<file path="src/rtl/key_menu_sequencer.sv">
// ---------------------------------------------------------------------------
// key_menu_sequencer
//
// Purpose
//   Turns the debounced one-cycle key pulses (Prev / Next / Okay / Cancel) into
//   TFT43 menu navigation. The user browses items, edits a per-item value and
//   commits it to a configuration target over a req/ack handshake. Keys are
//   queued in a small FIFO so presses made while a commit is outstanding are
//   applied once the target has answered. A one-cycle refresh pulse is raised
//   whenever something the display shows has changed.
//
// Ports
//   clk           in   1      system clock (80 MHz)
//   rst_n         in   1      asynchronous active-low reset
//   en            in   1      block enable; low = synchronous flush
//   key_pulse     in   4      [0]Prev [1]Next [2]Okay [3]Cancel pulses
//   menu_idx      out  IDX_W  current item index
//   edit_val      out  VAL_W  value under edit (stored value when browsing)
//   editing       out  1      high while editing a value
//   cfg_req       out  1      commit request, held until cfg_ack
//   cfg_addr      out  IDX_W  commit item index, stable while cfg_req
//   cfg_data      out  VAL_W  commit value, stable while cfg_req
//   cfg_ack       in   1      target accepts commit (sampled while cfg_req)
//   disp_refresh  out  1      one-cycle pulse after any visible change
//   key_ovf       out  1      sticky: a key was dropped (FIFO full / collision)
//
// Build option
//   MENU_TIMEOUT_EN : when defined, EDIT with no key popped for TIMEOUT_CYC
//                     consecutive cycles is abandoned as if Cancel was pressed.
//                     When undefined, EDIT is held indefinitely.
// ---------------------------------------------------------------------------
module key_menu_sequencer #(
    parameter int NUM_ITEMS   = 8,
    parameter int IDX_W       = 3,
    parameter int VAL_W       = 8,
    parameter int FIFO_DEPTH  = 4,
    parameter int TIMEOUT_CYC = 800_000_000
) (
    input  logic             clk,
    input  logic             rst_n,
    input  logic             en,
    input  logic [3:0]       key_pulse,
    output logic [IDX_W-1:0] menu_idx,
    output logic [VAL_W-1:0] edit_val,
    output logic             editing,
    output logic             cfg_req,
    output logic [IDX_W-1:0] cfg_addr,
    output logic [VAL_W-1:0] cfg_data,
    input  logic             cfg_ack,
    output logic             disp_refresh,
    output logic             key_ovf
);

    // Elaboration-time sanity checks on the configuration.
    if (NUM_ITEMS < 2 || (1 << IDX_W) < NUM_ITEMS || FIFO_DEPTH < 2 ||
        (FIFO_DEPTH & (FIFO_DEPTH - 1)) != 0 || TIMEOUT_CYC < 1) begin : g_bad_params
        $error("key_menu_sequencer: illegal parameter combination");
    end

    localparam int               PTR_W     = $clog2(FIFO_DEPTH);
    localparam logic [IDX_W-1:0] LAST_IDX  = IDX_W'(NUM_ITEMS - 1);
    localparam logic [VAL_W-1:0] VAL_MAX   = '1;
    localparam logic [PTR_W:0]   FULL_CNT  = (PTR_W + 1)'(FIFO_DEPTH);

    // Key codes as stored in the FIFO.
    localparam logic [1:0] KEY_PREV   = 2'd0;
    localparam logic [1:0] KEY_NEXT   = 2'd1;
    localparam logic [1:0] KEY_OKAY   = 2'd2;
    localparam logic [1:0] KEY_CANCEL = 2'd3;

    typedef enum logic [1:0] {
        S_BROWSE   = 2'd0,
        S_EDIT     = 2'd1,
        S_COMMIT   = 2'd2,
        S_WAIT_ACK = 2'd3
    } state_t;

    state_t           state_q, state_d;
    logic [IDX_W-1:0] idx_q, idx_d;
    logic [VAL_W-1:0] val_q, val_d;
    logic             req_q, req_d;
    logic [IDX_W-1:0] addr_q, addr_d;
    logic [VAL_W-1:0] data_q, data_d;
    logic             ovf_q, ovf_d;
    logic             refresh_q;
    logic [VAL_W-1:0] shadow_q [NUM_ITEMS];
    logic             shadow_we;

    logic [1:0]       fifo_q [FIFO_DEPTH];
    logic [PTR_W-1:0] wr_ptr_q, wr_ptr_d;
    logic [PTR_W-1:0] rd_ptr_q, rd_ptr_d;
    logic [PTR_W:0]   count_q, count_d;

    logic             key_any;
    logic             key_multi;
    logic [1:0]       key_code;
    logic [1:0]       pop_code;
    logic             fifo_full;
    logic             push;
    logic             pop;
    logic             drop;
    logic             tmo_hit;
    logic             changed;

    // ------------------------------------------------------------------
    // Key intake: keep only the highest-priority key of a collision.
    // ------------------------------------------------------------------
    assign key_any   = |key_pulse;
    assign key_multi = (key_pulse & (key_pulse - 4'd1)) != 4'd0;

    always_comb begin
        key_code = KEY_PREV;
        if (key_pulse[3])      key_code = KEY_CANCEL;
        else if (key_pulse[2]) key_code = KEY_OKAY;
        else if (key_pulse[1]) key_code = KEY_NEXT;
    end

    // ------------------------------------------------------------------
    // Key FIFO. A pop in the same cycle frees the slot a full FIFO needs,
    // so a push is only refused when full and nothing leaves.
    // ------------------------------------------------------------------
    assign fifo_full = (count_q == FULL_CNT);
    assign pop       = en && (count_q != '0) &&
                       (state_q == S_BROWSE || state_q == S_EDIT);
    assign push      = en && key_any && (!fifo_full || pop);
    assign drop      = en && key_any && fifo_full && !pop;
    assign pop_code  = fifo_q[rd_ptr_q];

    always_comb begin
        wr_ptr_d = wr_ptr_q;
        rd_ptr_d = rd_ptr_q;
        count_d  = count_q;
        if (!en) begin
            wr_ptr_d = '0;
            rd_ptr_d = '0;
            count_d  = '0;
        end else begin
            if (push) wr_ptr_d = wr_ptr_q + 1'b1;
            if (pop)  rd_ptr_d = rd_ptr_q + 1'b1;
            case ({push, pop})
                2'b10:   count_d = count_q + 1'b1;
                2'b01:   count_d = count_q - 1'b1;
                default: count_d = count_q;
            endcase
        end
    end

    // Sticky overflow, cleared only by reset or disable.
    assign ovf_d = en ? (ovf_q | key_multi | drop) : 1'b0;

    // FIFO storage carries no reset: entries are only read once written.
    always_ff @(posedge clk) begin
        if (push) fifo_q[wr_ptr_q] <= key_code;
    end

    // ------------------------------------------------------------------
    // EDIT inactivity timeout (optional).
    // ------------------------------------------------------------------
`ifdef MENU_TIMEOUT_EN
    localparam int TMO_W = $clog2(TIMEOUT_CYC + 1);

    logic [TMO_W-1:0] tmo_q, tmo_d;

    // Counts idle EDIT cycles; leaving EDIT or popping a key restarts it,
    // so entry into EDIT always begins from zero.
    always_comb begin
        tmo_d = '0;
        if (en && state_q == S_EDIT && !pop) tmo_d = tmo_q + 1'b1;
    end

    assign tmo_hit = en && (state_q == S_EDIT) && !pop &&
                     (tmo_q == TMO_W'(TIMEOUT_CYC - 1));

    always_ff @(posedge clk or negedge rst_n) begin
        if (!rst_n) tmo_q <= '0;
        else        tmo_q <= tmo_d;
    end
`else
    assign tmo_hit = 1'b0;
`endif

    // ------------------------------------------------------------------
    // Menu FSM. Outside EDIT/COMMIT/WAIT_ACK the displayed value always
    // tracks the stored value of the current item, so every path back to
    // BROWSE reloads it from the shadow registers.
    // ------------------------------------------------------------------
    always_comb begin
        state_d   = state_q;
        idx_d     = idx_q;
        val_d     = val_q;
        req_d     = req_q;
        addr_d    = addr_q;
        data_d    = data_q;
        shadow_we = 1'b0;

        if (!en) begin
            // Flush: abort any commit, keep index and stored values.
            state_d = S_BROWSE;
            req_d   = 1'b0;
            val_d   = shadow_q[idx_q];
        end else begin
            case (state_q)
                S_BROWSE: begin
                    if (pop) begin
                        case (pop_code)
                            KEY_PREV: begin
                                idx_d = (idx_q == '0) ? LAST_IDX : idx_q - 1'b1;
                                val_d = shadow_q[idx_d];
                            end
                            KEY_NEXT: begin
                                idx_d = (idx_q == LAST_IDX) ? '0 : idx_q + 1'b1;
                                val_d = shadow_q[idx_d];
                            end
                            KEY_OKAY: begin
                                val_d   = shadow_q[idx_q];
                                state_d = S_EDIT;
                            end
                            default: begin
                                idx_d = '0;
                                val_d = shadow_q[0];
                            end
                        endcase
                    end
                end

                S_EDIT: begin
                    if (pop) begin
                        case (pop_code)
                            KEY_PREV: val_d = (val_q == '0) ? val_q : val_q - 1'b1;
                            KEY_NEXT: val_d = (val_q == VAL_MAX) ? val_q : val_q + 1'b1;
                            KEY_OKAY: state_d = S_COMMIT;
                            default: begin
                                val_d   = shadow_q[idx_q];
                                state_d = S_BROWSE;
                            end
                        endcase
                    end else if (tmo_hit) begin
                        val_d   = shadow_q[idx_q];
                        state_d = S_BROWSE;
                    end
                end

                S_COMMIT: begin
                    addr_d  = idx_q;
                    data_d  = val_q;
                    req_d   = 1'b1;
                    state_d = S_WAIT_ACK;
                end

                default: begin
                    // edit_val already equals the committed value, so it
                    // stays put while the shadow register catches up.
                    if (cfg_ack) begin
                        shadow_we = 1'b1;
                        req_d     = 1'b0;
                        state_d   = S_BROWSE;
                    end
                end
            endcase
        end
    end

    assign changed = (idx_d != idx_q) || (val_d != val_q) ||
                     ((state_d == S_EDIT) != (state_q == S_EDIT));

    always_ff @(posedge clk or negedge rst_n) begin
        if (!rst_n) begin
            state_q   <= S_BROWSE;
            idx_q     <= '0;
            val_q     <= '0;
            req_q     <= 1'b0;
            addr_q    <= '0;
            data_q    <= '0;
            ovf_q     <= 1'b0;
            refresh_q <= 1'b0;
            wr_ptr_q  <= '0;
            rd_ptr_q  <= '0;
            count_q   <= '0;
        end else begin
            state_q   <= state_d;
            idx_q     <= idx_d;
            val_q     <= val_d;
            req_q     <= req_d;
            addr_q    <= addr_d;
            data_q    <= data_d;
            ovf_q     <= ovf_d;
            refresh_q <= changed;
            wr_ptr_q  <= wr_ptr_d;
            rd_ptr_q  <= rd_ptr_d;
            count_q   <= count_d;
        end
    end

    always_ff @(posedge clk or negedge rst_n) begin
        if (!rst_n) begin
            for (int i = 0; i < NUM_ITEMS; i++) shadow_q[i] <= '0;
        end else if (shadow_we) begin
            shadow_q[addr_q] <= data_q;
        end
    end

    assign menu_idx     = idx_q;
    assign edit_val     = val_q;
    assign editing      = (state_q == S_EDIT);
    assign cfg_req      = req_q;
    assign cfg_addr     = addr_q;
    assign cfg_data     = data_q;
    assign disp_refresh = refresh_q;
    assign key_ovf      = ovf_q;

endmodule

</file>
<file path="config.mk">
export PLATFORM = sky130hd
export DESIGN_NAME = key_menu_sequencer
export DESIGN_NICKNAME = d
export VERILOG_FILES = /design/src/rtl/key_menu_sequencer.sv
export SDC_FILE = /design/constraint.sdc
export NUM_CORES = 1
export LEC_CHECK = 0
export CORE_MARGIN = 2
export CORE_UTILIZATION = 62
export CTS_CLUSTER_DIAMETER = 200
export DETAILED_ROUTE_END_ITERATION = 6
export PLACE_DENSITY = 0.82
export SLEW_MARGIN = 40
export SYNTH_ARGS = -nofsm -noshare
export SYNTH_HDL_FRONTEND = slang
export SYNTH_SLANG_ARGS = --single-unit
</file>
<file path="constraint.sdc">
create_clock -name clk -period 4.45 [get_ports clk]
set_input_delay 1.335 -clock clk [delete_from_list [all_inputs] [get_ports clk]]
set_output_delay 1.335 -clock clk [all_outputs]
set_load 0.02 [all_outputs]
</file>
==> summary.md <==
| Metric | Value |
|---|---|
| Crit share post-route | 84.7% |
| Violated checks | DRC |
| Die W | 114 um |
| Crit path DAT | 3990 ps |
| Most instantiated library cell after synthesis | dfrtp_1 |
| Mapped Area | 0.00756 mm2 |
| Count of flip-flops with a built-in enable after synthesis | 8 |
| CTS buffer count | 9 |
| Final setup vio count | 0 |
| Pwr Density | 632 mW/mm2 |
| Setup tns final | 0 ps |
| Initial core utilization | 63.2% |
| Worst setup startpoint | menu_idx[1] |
| F_max | 265 MHz |
| Sink Count | 106 |
| Die Y | 114 um |
| WP buf/inv | 1 |
| Mean routed wirelength per cell | 24.9 um |
| Logic pwr share | 58.5% |
| Layout area overhead | 9.68% |
| Core footprint | 0.0120 mm2 |
| Pin count of the biggest net entering global routing | 59 |
| Reg-to-reg endpoint | disp_refresh |
| Worst slew pin tran | 806 ps |
| Worst Path Max Fanout | 17 |
| Total of max-cap violations | 0 |
| Via/cell ratio | 7.29 |
| Buffers on Ports | 33 |
| Syn Inst Count | 773 |
| Synth top area share | 32.4% |
| Worst Hold Class | flip-flop to flip-flop |
| CP startpoint kind | flip-flop |
| Final non-filler cell total | 929 |
| Final Max Slew Viols | 0 |
| Sw Pwr | 2.48 mW |
| Cell Int Power | 2.76 mW |
| CP endpoint kind | flip-flop |
| Cell family with most CP delay | compound AO/OA/AOI/OAI gates |
| Longest Clk Path Bufs | 2 |
| First-pass GRT wire length | 36200 um |
| GRT overflow | 0 |
| PostCTS Resize Cnt | 0 |
| CTS tree | yes |
| Sw frac | 47.4% |
| WHS | 507 ps |
| Setup bufs post-CTS | 0 |
| Clock Power Share | 16.7% |
| Crit path largest cell delay | 740 ps |
| Pre-CTS setup slack | 532 ps |
| Leakage Power | 3.51 nW |
| Outcome | complete, but fails checks |
| Worst setup margin | 680 ps |
| Vias post-DR | 6771 |
| Hold Fails Final Rpt | 0 |
| Cell count along the critical path | 9 |
| IO Count | 34 |
| Maximum VDD drop | 0.358 mV |
| FF+latch count, synth | 106 |
| RSZ-0062 raised after global routing | no |
| CP Cell Sequence | inv_1 > ha_1 > nand2_1 > o22ai_1 > o311ai_0 > a32oi_1 > and3_1 > a2111oi_0 > nand4_1 |
| Post-cts hold buffer count | 0 |
| Count of cell types in the netlist | 73 |
| Post-route DRC | 1 |
| Crit path kind | flip-flop to flip-flop |
| Period minus WS final | 3770 ps |
| Vias in the first global route | 6478 |
| Worst r2r path cells | 9 |
| Top FF cell, synth | dfrtp_1 |
| Ys async rst share | 92.5% |
| Die Area | 0.0131 mm2 |
| Most frequent cells after synthesis | 98 x dfrtp_1, 77 x mux2_2, 64 x nand2_1, 59 x nor2_1, 42 x clkbuf_1 |
| Slowest cell on crit path | o311ai_0 |
| CP endpoint | disp_refresh |
| Worst skew pair latency | 360 ps |
| Post-synthesis sequential area ratio | 35.6% |
| Antenna violation net count after detailed routing | 0 |
| DPL Wire Length | 16200 um |
| Clk slew on worst S/H paths | 70 ps |
| Setup Skew | 6.64 ps |
| Syn Area/Cell | 9.78 um2 |
| Top post-synthesis cells by area | dfrtp_1 32%, mux2_2 11%, mux4_2 8.3% |
| Drt total wl | 23100 um |
| H-tree Lvls | 3 |
| Site Rows | 40 |
| Final #Nets | 797 |
| Slew headroom | 45.6% |
| Gpl congestion | 0.997 |
| Share of power burned in registers | 24.7% |
| Synth warnings | 0 |
| Worst r2r src | menu_idx[1] |
| Ant. Diodes | 0 |
| Tot GR Track Use | 36.6% |
| Initial DRT Pass Iterations | 7 |
| Worst path required time | 4670 ps |
| Reg2Reg Setup Slack | 680 ps |
| Fin util | 69.3% |
| First-iteration detailed-routing DRC count | 936 |
| Yosys top cell by area | dfrtp_1 |
| Syn Nets | 793 |
| Root buf cell | clkbuf_16 |
| Initial antenna violation count | 0 |
| Fraction of layout cells with a size suffix above 1 | 20.1% |
| Post-Place Cells | 913 |
[worst min path at each step]
stage | from | to | slack, ps | depth (start not counted)
2_1_floorplan | shadow_q[43] | shadow_q[43] | 510 | 1
3_3_place_gp | key_ovf | key_ovf | 500 | 1
3_5_place_dp | key_ovf | key_ovf | 490 | 1
4_1_cts | key_ovf | key_ovf | 510 | 1
5_1_grt | key_ovf | key_ovf | 550 | 1
6_report | key_ovf | key_ovf | 510 | 1
[layer usage]
layer	vias up	wire, um	track usage [%]	share of wire, %
met4	0	901	17.2	3.9
met5	-	0	0	0
met3	78	2190	7.25	9.5
met1	3344	9160	50.1	40
li1	2931	-	-	-
met2	418	10900	56.4	47
[final cells by class]
type,count,area (um2)
Multi-Input combinational cell,576,4490
Sequential cell,106,2690
Timing Repair Buffer,55,493
Clock inverter,5,78.8
Clock buffer,11,243
Fill cell,925,3670
Tap cell,147,184
Inverter,29,109
[logic make-up (layout without fill, tap and decap cells)]
family                   count (synthesis)  count (layout)  share of synthesized area, %
AND/OR/NAND/NOR                        222             222                          14.3
adder cells (fa/ha/maj)                 13              13                          2.22
XOR/XNOR                                 9               9                          1.04
AO/OA/AOI/OAI                          197             197                          18.0
multiplexers                           135             135                          23.8
flip-flops                             106             106                          35.6
buffers and inverters                   91             100                          4.98
[power groups by stage]
| stage | Sequential [mW] | Combinational [mW] | Clock, mW |
|---|---|---|---|
| detailed placement | 1.31 | 2.95 | 0 |
| finish | 1.29 | 3.07 | 0.877 |
| floorplan | 1.25 | 2.14 | 0 |
| global route | 1.31 | 3.25 | 0.918 |
| global placement | 1.30 | 2.91 | 0 |
| CTS | 1.29 | 2.97 | 0.885 |
[stage by stage]
| step | power (mW) | cell area, um2 |
|---|---|---|
| floorplan | 3.39 | 7560 |
| global placement | 4.21 | 7970 |
| detailed placement | 4.25 | 7970 |
| CTS | 5.14 | 8290 |
| global route | 5.48 | 8290 |
| finish | 5.24 | 8290 |
[cells in the final DEF (no fill, tap or decap), drive strengths merged, types with 11 or more instances in the layout]
master and n:
a21oi 36, a31oi 19, and3 13, buf 23, clkbuf 11, clkdlybuf4s50 32
dfrtp 98, ha 11, inv 28, mux2 77, mux2i 30, mux4 28
nand2 64, nand2b 15, nor2 59, nor3 12, o21ai 40, o22ai 12
[registers in the layout, summed over array words and instances (netlist names)]
register,count
wr_ptr_q,2
cfg_req,1
key_ovf,1
shadow_q,64
cfg_data,8
menu_idx,3
rd_ptr_q,2
fifo_q,8
disp_refresh,1
cfg_addr,3
count_q,3
edit_val,8
state_q,2
(Power assumes the default switching activity.)
